File: config.mk
export PLATFORM = sky130hd
export DESIGN_NAME = ahb8_arbiter
export DESIGN_NICKNAME = d
export VERILOG_FILES = /design/src/rtl/ls1u_bus_pkg.sv /design/src/rtl/ahb8_arb_pick.sv /design/src/rtl/ahb8_arbiter.sv
export SDC_FILE = /design/constraint.sdc
export NUM_CORES = 1
export LEC_CHECK = 0
export BUFFER_PORTS_ARGS = -buffer_cell sky130_fd_sc_hd__buf_2
export CAP_MARGIN = 20
export CORE_MARGIN = 2
export CORE_UTILIZATION = 38
export DETAILED_ROUTE_END_ITERATION = 16
export PLACE_DENSITY = 0.87
export REMOVE_ABC_BUFFERS = 1
export SETUP_SLACK_MARGIN = 0.5
export SLEW_MARGIN = 20
export SYNTH_ARGS = -nofsm -noshare
export SYNTH_HDL_FRONTEND = slang
export SYNTH_HIERARCHICAL = 1
export SYNTH_SLANG_ARGS = --single-unit
File: constraint.sdc
create_clock -name hclk -period 5.5 [get_ports hclk]
set_input_delay 0.825 -clock hclk [delete_from_list [all_inputs] [get_ports hclk]]
set_output_delay 0.825 -clock hclk [all_outputs]
set_load 0.03 [all_outputs]
File: src/rtl/ls1u_bus_pkg.sv
// Shared definitions for the KC-LS1u 8-bit AHB fabric.
//   arb_state_e : arbiter FSM states, encoded so the state value is also the
//                 arb_owner status code (00 none, 01 M0, 10 M1)
//   OWN_*       : owner encoding constants
//   ADDR_W_DEFAULT : default haddr width (32 when PAE is enabled)
package ls1u_bus_pkg;

  typedef enum logic [1:0] {
    IDLE = 2'b00,
    OWN0 = 2'b01,
    OWN1 = 2'b10
  } arb_state_e;

  localparam logic [1:0] OWN_NONE = 2'b00;
  localparam logic [1:0] OWN_M0   = 2'b01;
  localparam logic [1:0] OWN_M1   = 2'b10;

  localparam int ADDR_W_DEFAULT = 24;

endpackage

File: src/rtl/ahb8_arb_pick.sv
// Winner select for the 8-bit AHB arbiter (combinational).
//   m0_req_i, m1_req_i : level requests
//   defer_i            : master that was force-released and must lose the next
//                        simultaneous arbitration (OWN_NONE if none)
//   last_owner_i       : previous grantee (only with ARB_RR_EN)
//   pick_m1_o          : 1 = M1 wins, 0 = M0 wins (only meaningful if any req)
// Macro ARB_RR_EN: round-robin on simultaneous requests; otherwise M0 wins.
module ahb8_arb_pick
  import ls1u_bus_pkg::*;
(
  input  logic       m0_req_i,
  input  logic       m1_req_i,
  input  logic [1:0] defer_i,
`ifdef ARB_RR_EN
  input  logic [1:0] last_owner_i,
`endif
  output logic       pick_m1_o
);

  always_comb begin
    pick_m1_o = m1_req_i & ~m0_req_i;
    if (m0_req_i && m1_req_i) begin
      // A preempted master yields once, otherwise the hold limit could not
      // stop a higher-priority master from starving the other.
      if (defer_i == OWN_M0)      pick_m1_o = 1'b1;
      else if (defer_i == OWN_M1) pick_m1_o = 1'b0;
      else begin
`ifdef ARB_RR_EN
        pick_m1_o = (last_owner_i == OWN_M0);
`else
        pick_m1_o = 1'b0;
`endif
      end
    end
  end

endmodule

File: src/rtl/ahb8_arbiter.sv
// Two-master arbiter for the 8-bit AHB (M0 = CPU, M1 = DMA/debug).
// Grants ownership at transfer boundaries, muxes the owner's request onto the
// slave side, returns hready to the owner only, broadcasts hrdata. A hold
// counter limits how many completed singles an owner may issue while the
// other master waits.
// Ports:
//   hclk, hreset_n               clock, async active-low reset
//   mN_req / mN_gnt              request in / registered grant out
//   mN_haddr,hwrite,htrans,hburst,hwdata   master request signals
//   mN_hready / mN_hrdata        returned ready (owner only) / read data
//   haddr,hwrite,htrans,hburst,hwdata      slave-side request (0 with no owner)
//   hready, hrdata               slave response
//   arb_owner                    00 none, 01 M0, 10 M1
// Macro ARB_RR_EN: round-robin arbitration (see ahb8_arb_pick).
module ahb8_arbiter
  import ls1u_bus_pkg::*;
#(
  parameter int ADDR_W   = ADDR_W_DEFAULT,
  parameter int HOLD_MAX = 16
) (
  input  logic              hclk,
  input  logic              hreset_n,
  input  logic              m0_req,
  input  logic              m1_req,
  output logic              m0_gnt,
  output logic              m1_gnt,
  input  logic [ADDR_W-1:0] m0_haddr,
  input  logic              m0_hwrite,
  input  logic              m0_htrans,
  input  logic              m0_hburst,
  input  logic [7:0]        m0_hwdata,
  output logic              m0_hready,
  output logic [7:0]        m0_hrdata,
  input  logic [ADDR_W-1:0] m1_haddr,
  input  logic              m1_hwrite,
  input  logic              m1_htrans,
  input  logic              m1_hburst,
  input  logic [7:0]        m1_hwdata,
  output logic              m1_hready,
  output logic [7:0]        m1_hrdata,
  output logic [ADDR_W-1:0] haddr,
  output logic              hwrite,
  output logic              htrans,
  output logic              hburst,
  output logic [7:0]        hwdata,
  input  logic              hready,
  input  logic [7:0]        hrdata,
  output logic [1:0]        arb_owner
);

  localparam int HW = $clog2(HOLD_MAX + 1);

  arb_state_e  state_q, state_d;
  logic [HW-1:0] hold_q, hold_d;
  logic [1:0]  defer_q, defer_d;
  logic        pick_m1, own_req, oth_req, xfer_done, hold_inc, forced;

`ifdef ARB_RR_EN
  logic [1:0] last_owner_q;
`endif

  ahb8_arb_pick u_pick (
    .m0_req_i     (m0_req),
    .m1_req_i     (m1_req),
    .defer_i      (defer_q),
`ifdef ARB_RR_EN
    .last_owner_i (last_owner_q),
`endif
    .pick_m1_o    (pick_m1)
  );

  // state register
  always_ff @(posedge hclk or negedge hreset_n) begin
    if (!hreset_n) begin
      state_q <= IDLE;
      hold_q  <= '0;
      defer_q <= OWN_NONE;
    end else begin
      state_q <= state_d;
      hold_q  <= hold_d;
      defer_q <= defer_d;
    end
  end

`ifdef ARB_RR_EN
  always_ff @(posedge hclk or negedge hreset_n) begin
    if (!hreset_n)                              last_owner_q <= OWN_M1;
    else if (state_q == IDLE && (m0_req || m1_req)) last_owner_q <= pick_m1 ? OWN_M1 : OWN_M0;
  end
`endif

  assign own_req   = (state_q == OWN0) ? m0_req : (state_q == OWN1) ? m1_req : 1'b0;
  assign oth_req   = (state_q == OWN0) ? m1_req : (state_q == OWN1) ? m0_req : 1'b0;
  assign xfer_done = htrans & hready;

  // The count includes the transfer completing this cycle, so the release
  // happens on the HOLD_MAX-th completion and the next transfer is masked.
  assign hold_inc = xfer_done & oth_req & ~hburst & (hold_q != HW'(HOLD_MAX));
  assign hold_d   = (state_q == IDLE) ? '0 : hold_q + HW'(hold_inc);
  assign forced   = xfer_done & oth_req & ~hburst & (hold_d == HW'(HOLD_MAX));

  // next state
  always_comb begin
    state_d = state_q;
    defer_d = defer_q;
    case (state_q)
      IDLE: begin
        if (m0_req || m1_req) begin
          state_d = pick_m1 ? OWN1 : OWN0;
          defer_d = OWN_NONE;
        end
      end
      OWN0, OWN1: begin
        if (forced) begin
          state_d = IDLE;
          defer_d = (state_q == OWN0) ? OWN_M0 : OWN_M1;
        end else if (!own_req && (!htrans || xfer_done)) begin
          // a stalled transfer keeps the grant until hready
          state_d = IDLE;
        end
      end
      default: state_d = IDLE;
    endcase
  end

  // outputs: combinational from the registered owner
  always_comb begin
    haddr     = '0;
    hwrite    = 1'b0;
    htrans    = 1'b0;
    hburst    = 1'b0;
    hwdata    = '0;
    m0_hready = 1'b0;
    m1_hready = 1'b0;
    case (state_q)
      OWN0: begin
        haddr     = m0_haddr;
        hwrite    = m0_hwrite;
        htrans    = m0_htrans;
        hburst    = m0_hburst;
        hwdata    = m0_hwdata;
        m0_hready = hready;
      end
      OWN1: begin
        haddr     = m1_haddr;
        hwrite    = m1_hwrite;
        htrans    = m1_htrans;
        hburst    = m1_hburst;
        hwdata    = m1_hwdata;
        m1_hready = hready;
      end
      default: ;
    endcase
  end

  assign m0_gnt    = (state_q == OWN0);
  assign m1_gnt    = (state_q == OWN1);
  assign arb_owner = state_q;
  assign m0_hrdata = hrdata;
  assign m1_hrdata = hrdata;

endmodule
==> reports/qor.txt <==
clk slew on worst S/H paths: 60 ps
Worst Setup Start Kind: flip-flop
Rows: 21
WP buf/inv: 1
Synth area leader: a22oi_1
vias in the first global route: 1,497
Critical Path Most Common Cell: ha_1
pin count of the biggest net entering global routing: 42
worst skew pair latency: 260 ps
Gate Count Post-Synth: 163
CP arrival: 3540 ps
clock sink count: 9
Pre-antenna DRT Iters: 4
share of post-route cells with drive strength above 1: 48.2%
DRT antenna net count: 0
Vias per Instance: 5.17
CP required: 5680 ps
total wire length: 4290 µm
Vias: 1,555
Yosys top cell area share: 22.1%
Slew @ Worst Pin: 910 ps
core area: 3280 µm²
placed cells: 297
Maximum Capacitance Violations: 0
Crit. End Element: flip-flop
Hold WC Path Type: input port to asynchronous set/reset pin
multiplexer share of the synthesized area: 1.94%
power density cells: 553 nW/µm²
Min Clock Period, post-route: 3370 ps
final-report setup violation count: 0
DR DRC count: 0
Post-DP HPWL: 3370 µm
crit-path max FO: 40
CTS tree: yes
Die Ht: 62.2 µm
Max-slew headroom: 39.3%
hold slack: 405 ps
Netlist cell types: 28
GRT Total Usage: 21.6%
outcome: complete, no violations
largest family of logic cells by synthesized area: simple AND/OR/NAND/NOR gates
setup_tns: 0 ps
Hold Buf Count CTS: 0
initial antenna violation count: 0
Post-Synthesis Cell Area: 1290 µm²
final non-filler cell total: 301
Fmax: 297 MHz
Post-Synth Adder-Cell Area: 6.80%
family with the most delay on the worst path: adder cells
Starting Density: 39.2%
first-pass GRT wire length: 6900 µm
Final Hold Viols: 0
Final Net Count: 346
level count of the clock H-tree: 1
IO Port Bufs: 115
critical path type: flip-flop to flip-flop
pre-CTS setup slack: 2160 ps
Post-Syn Area per Cell: 7.91 µm²
slowest CP cell: ha_1
P_leak: 0.000945 µW
DP Area: 1760 µm²
most area-consuming cells after synthesis: a22oi_1 (22%), nor2b_1 (19%), dfrtp_1 (17%), buf_4 (9.9%), ha_1 (6.8%)
I/O Pins: 140
max incr delay on CP: 900 ps
post-CTS setup buffers: 0
clock tree root driver cell: clkbuf_4
area grow syn2layout: 38.7%
XOR/XNOR Fraction of Synth Area: 0.680%
CTS-repair resized insts: 0
remaining global-route overflow: 0
post-synthesis compound-gate area fraction: 28.5%
Pins Over Slew Limit: 0
sequential share of the synthesized area: 17.5%
Syn. warnings: 6
Final WS setup: 2130 ps
Synth Area in Simple Gates: 29.8%
drt initial violations: 115
Layout Cell Area excl Fill: 1790 µm²
Antenna Cells: 0
Die W: 62.2 µm
clock buffer depth: 2
Max IR drop VDD: 0.235 mV
drt wl/cell: 14.3 µm
Routability Congestion: 0.830
period utilization: 61.2%
Die ar.: 3870 µm²
final setup skew: 0.827 ps
Num CTS Buffers: 3
crit-path cells: inv_1, ha_1, and3b_1, and3b_1, ha_1, ha_1, xnor2_1, o2111ai_1, nor4b_4, a22oi_1, o21ai_0
RSZ-0062 raised after global routing: no
Synth Register Bits: 9
## through the flow
stage / total power, µW / util [%]
after detailed placement: 936 / 53.6
after CTS: 992 / 54.4
after global routing: 1070 / 54.4
after global placement: 925 / 53.6
final: 989 / 54.4
after floorplan: 713 / -
## worst register-to-register path: stages, from the launching register on
cell       delay (ps)
dfrtp_1           400
inv_1             120
ha_1              900
and3b_1           280
and3b_1           170
ha_1              170
ha_1              210
xnor2_1           160
o2111ai_1         200
nor4b_4           410
a22oi_1           160
o21ai_0           110
## flip-flops by register name, indices dropped and copies added, names as in the netlist
| register | count |
|---|---|
| arb_owner | 2 |
| defer_q | 2 |
| hold_q | 5 |
## layout make-up
cell class	count	area, µm²
sequential	9	225
multi-input combinational	121	873
fill	321	1500
inverter	4	15.0
clock buffer	4	26.3
timing repair buffer	117	591
tap	46	57.6
## synthesized netlist by cell type
| library cell | number |
|---|---|
| nor2b_1 | 39 |
| a22oi_1 | 38 |
| buf_4 | 17 |
| dfrtp_1 | 9 |
| clkbuf_1 | 7 |
| ha_1 | 7 |
| nor2_1 | 6 |
| o21ai_0 | 5 |
| inv_1 | 4 |
| and2_1 | 3 |
| and3b_1 | 3 |
| buf_1 | 3 |
| nand2_1 | 3 |
| a22o_1 | 2 |
| buf_2 | 2 |
| nand3_1 | 2 |
| o31ai_1 | 2 |
| a21boi_1 | 1 |
| and3_2 | 1 |
| mux2_4 | 1 |
| mux2i_1 | 1 |
| nand2b_1 | 1 |
| nand3b_1 | 1 |
| nor4_1 | 1 |
| nor4b_4 | 1 |
| o2111ai_1 | 1 |
| o221ai_1 | 1 |
| xnor2_1 | 1 |
## layout by cell type, fill, tap and decap left out, types with 2 or more instances in the layout
cell type,netlist,final
a22o_1,2,2
a22oi_1,38,38
and2_1,3,3
and3b_1,3,3
buf_2,2,115
buf_4,17,2
clkbuf_4,0,3
dfrtp_1,9,9
ha_1,7,7
inv_1,4,4
nand2_1,3,3
nand3_1,2,2
nor2_1,6,6
nor2b_1,39,39
o21ai_0,5,5
o31ai_1,2,2
## worst paths after layout
kind	endpoint	startpoint	slack, ps	cells after the start
max	defer_q[0]	arb_owner[1]	2130	11
min in group hclk	defer_q[1]	defer_q[1]	580	2
min reg2reg	defer_q[1]	defer_q[1]	580	2
max in group asynchronous	hold_q[2]	hreset_n	4910	1
max reg2reg	defer_q[0]	arb_owner[1]	2130	11
min	defer_q[1]	hreset_n	400	1
## layer usage
layer / track usage (%) / wire length, µm / vias up
li1: - / - / 755
met2: 35.1 / 2040 / 91
met1: 25.8 / 1710 / 700
met3: 7.97 / 444 / 9
met5: 0 / 0 / -
met4: 8.89 / 96 / 0
## logic make-up (layout without fill, tap and decap cells)
kind of cell,count (synthesis),count (layout)
muxes,2,2
and+or+nand+nor,61,61
AOI/OAI and AO/OA,50,50
xor gates and xnor gates,1,1
buffers and inverters,33,125
DFF,9,9
adders and majority gates,7,7
## report_power, final
part / internal, µW / switching (µW)
clock network: 28.1 / 24.6
registers: 80.8 / 13.1
logic: 300 / 542
Power figures use the tool's default switching activity.
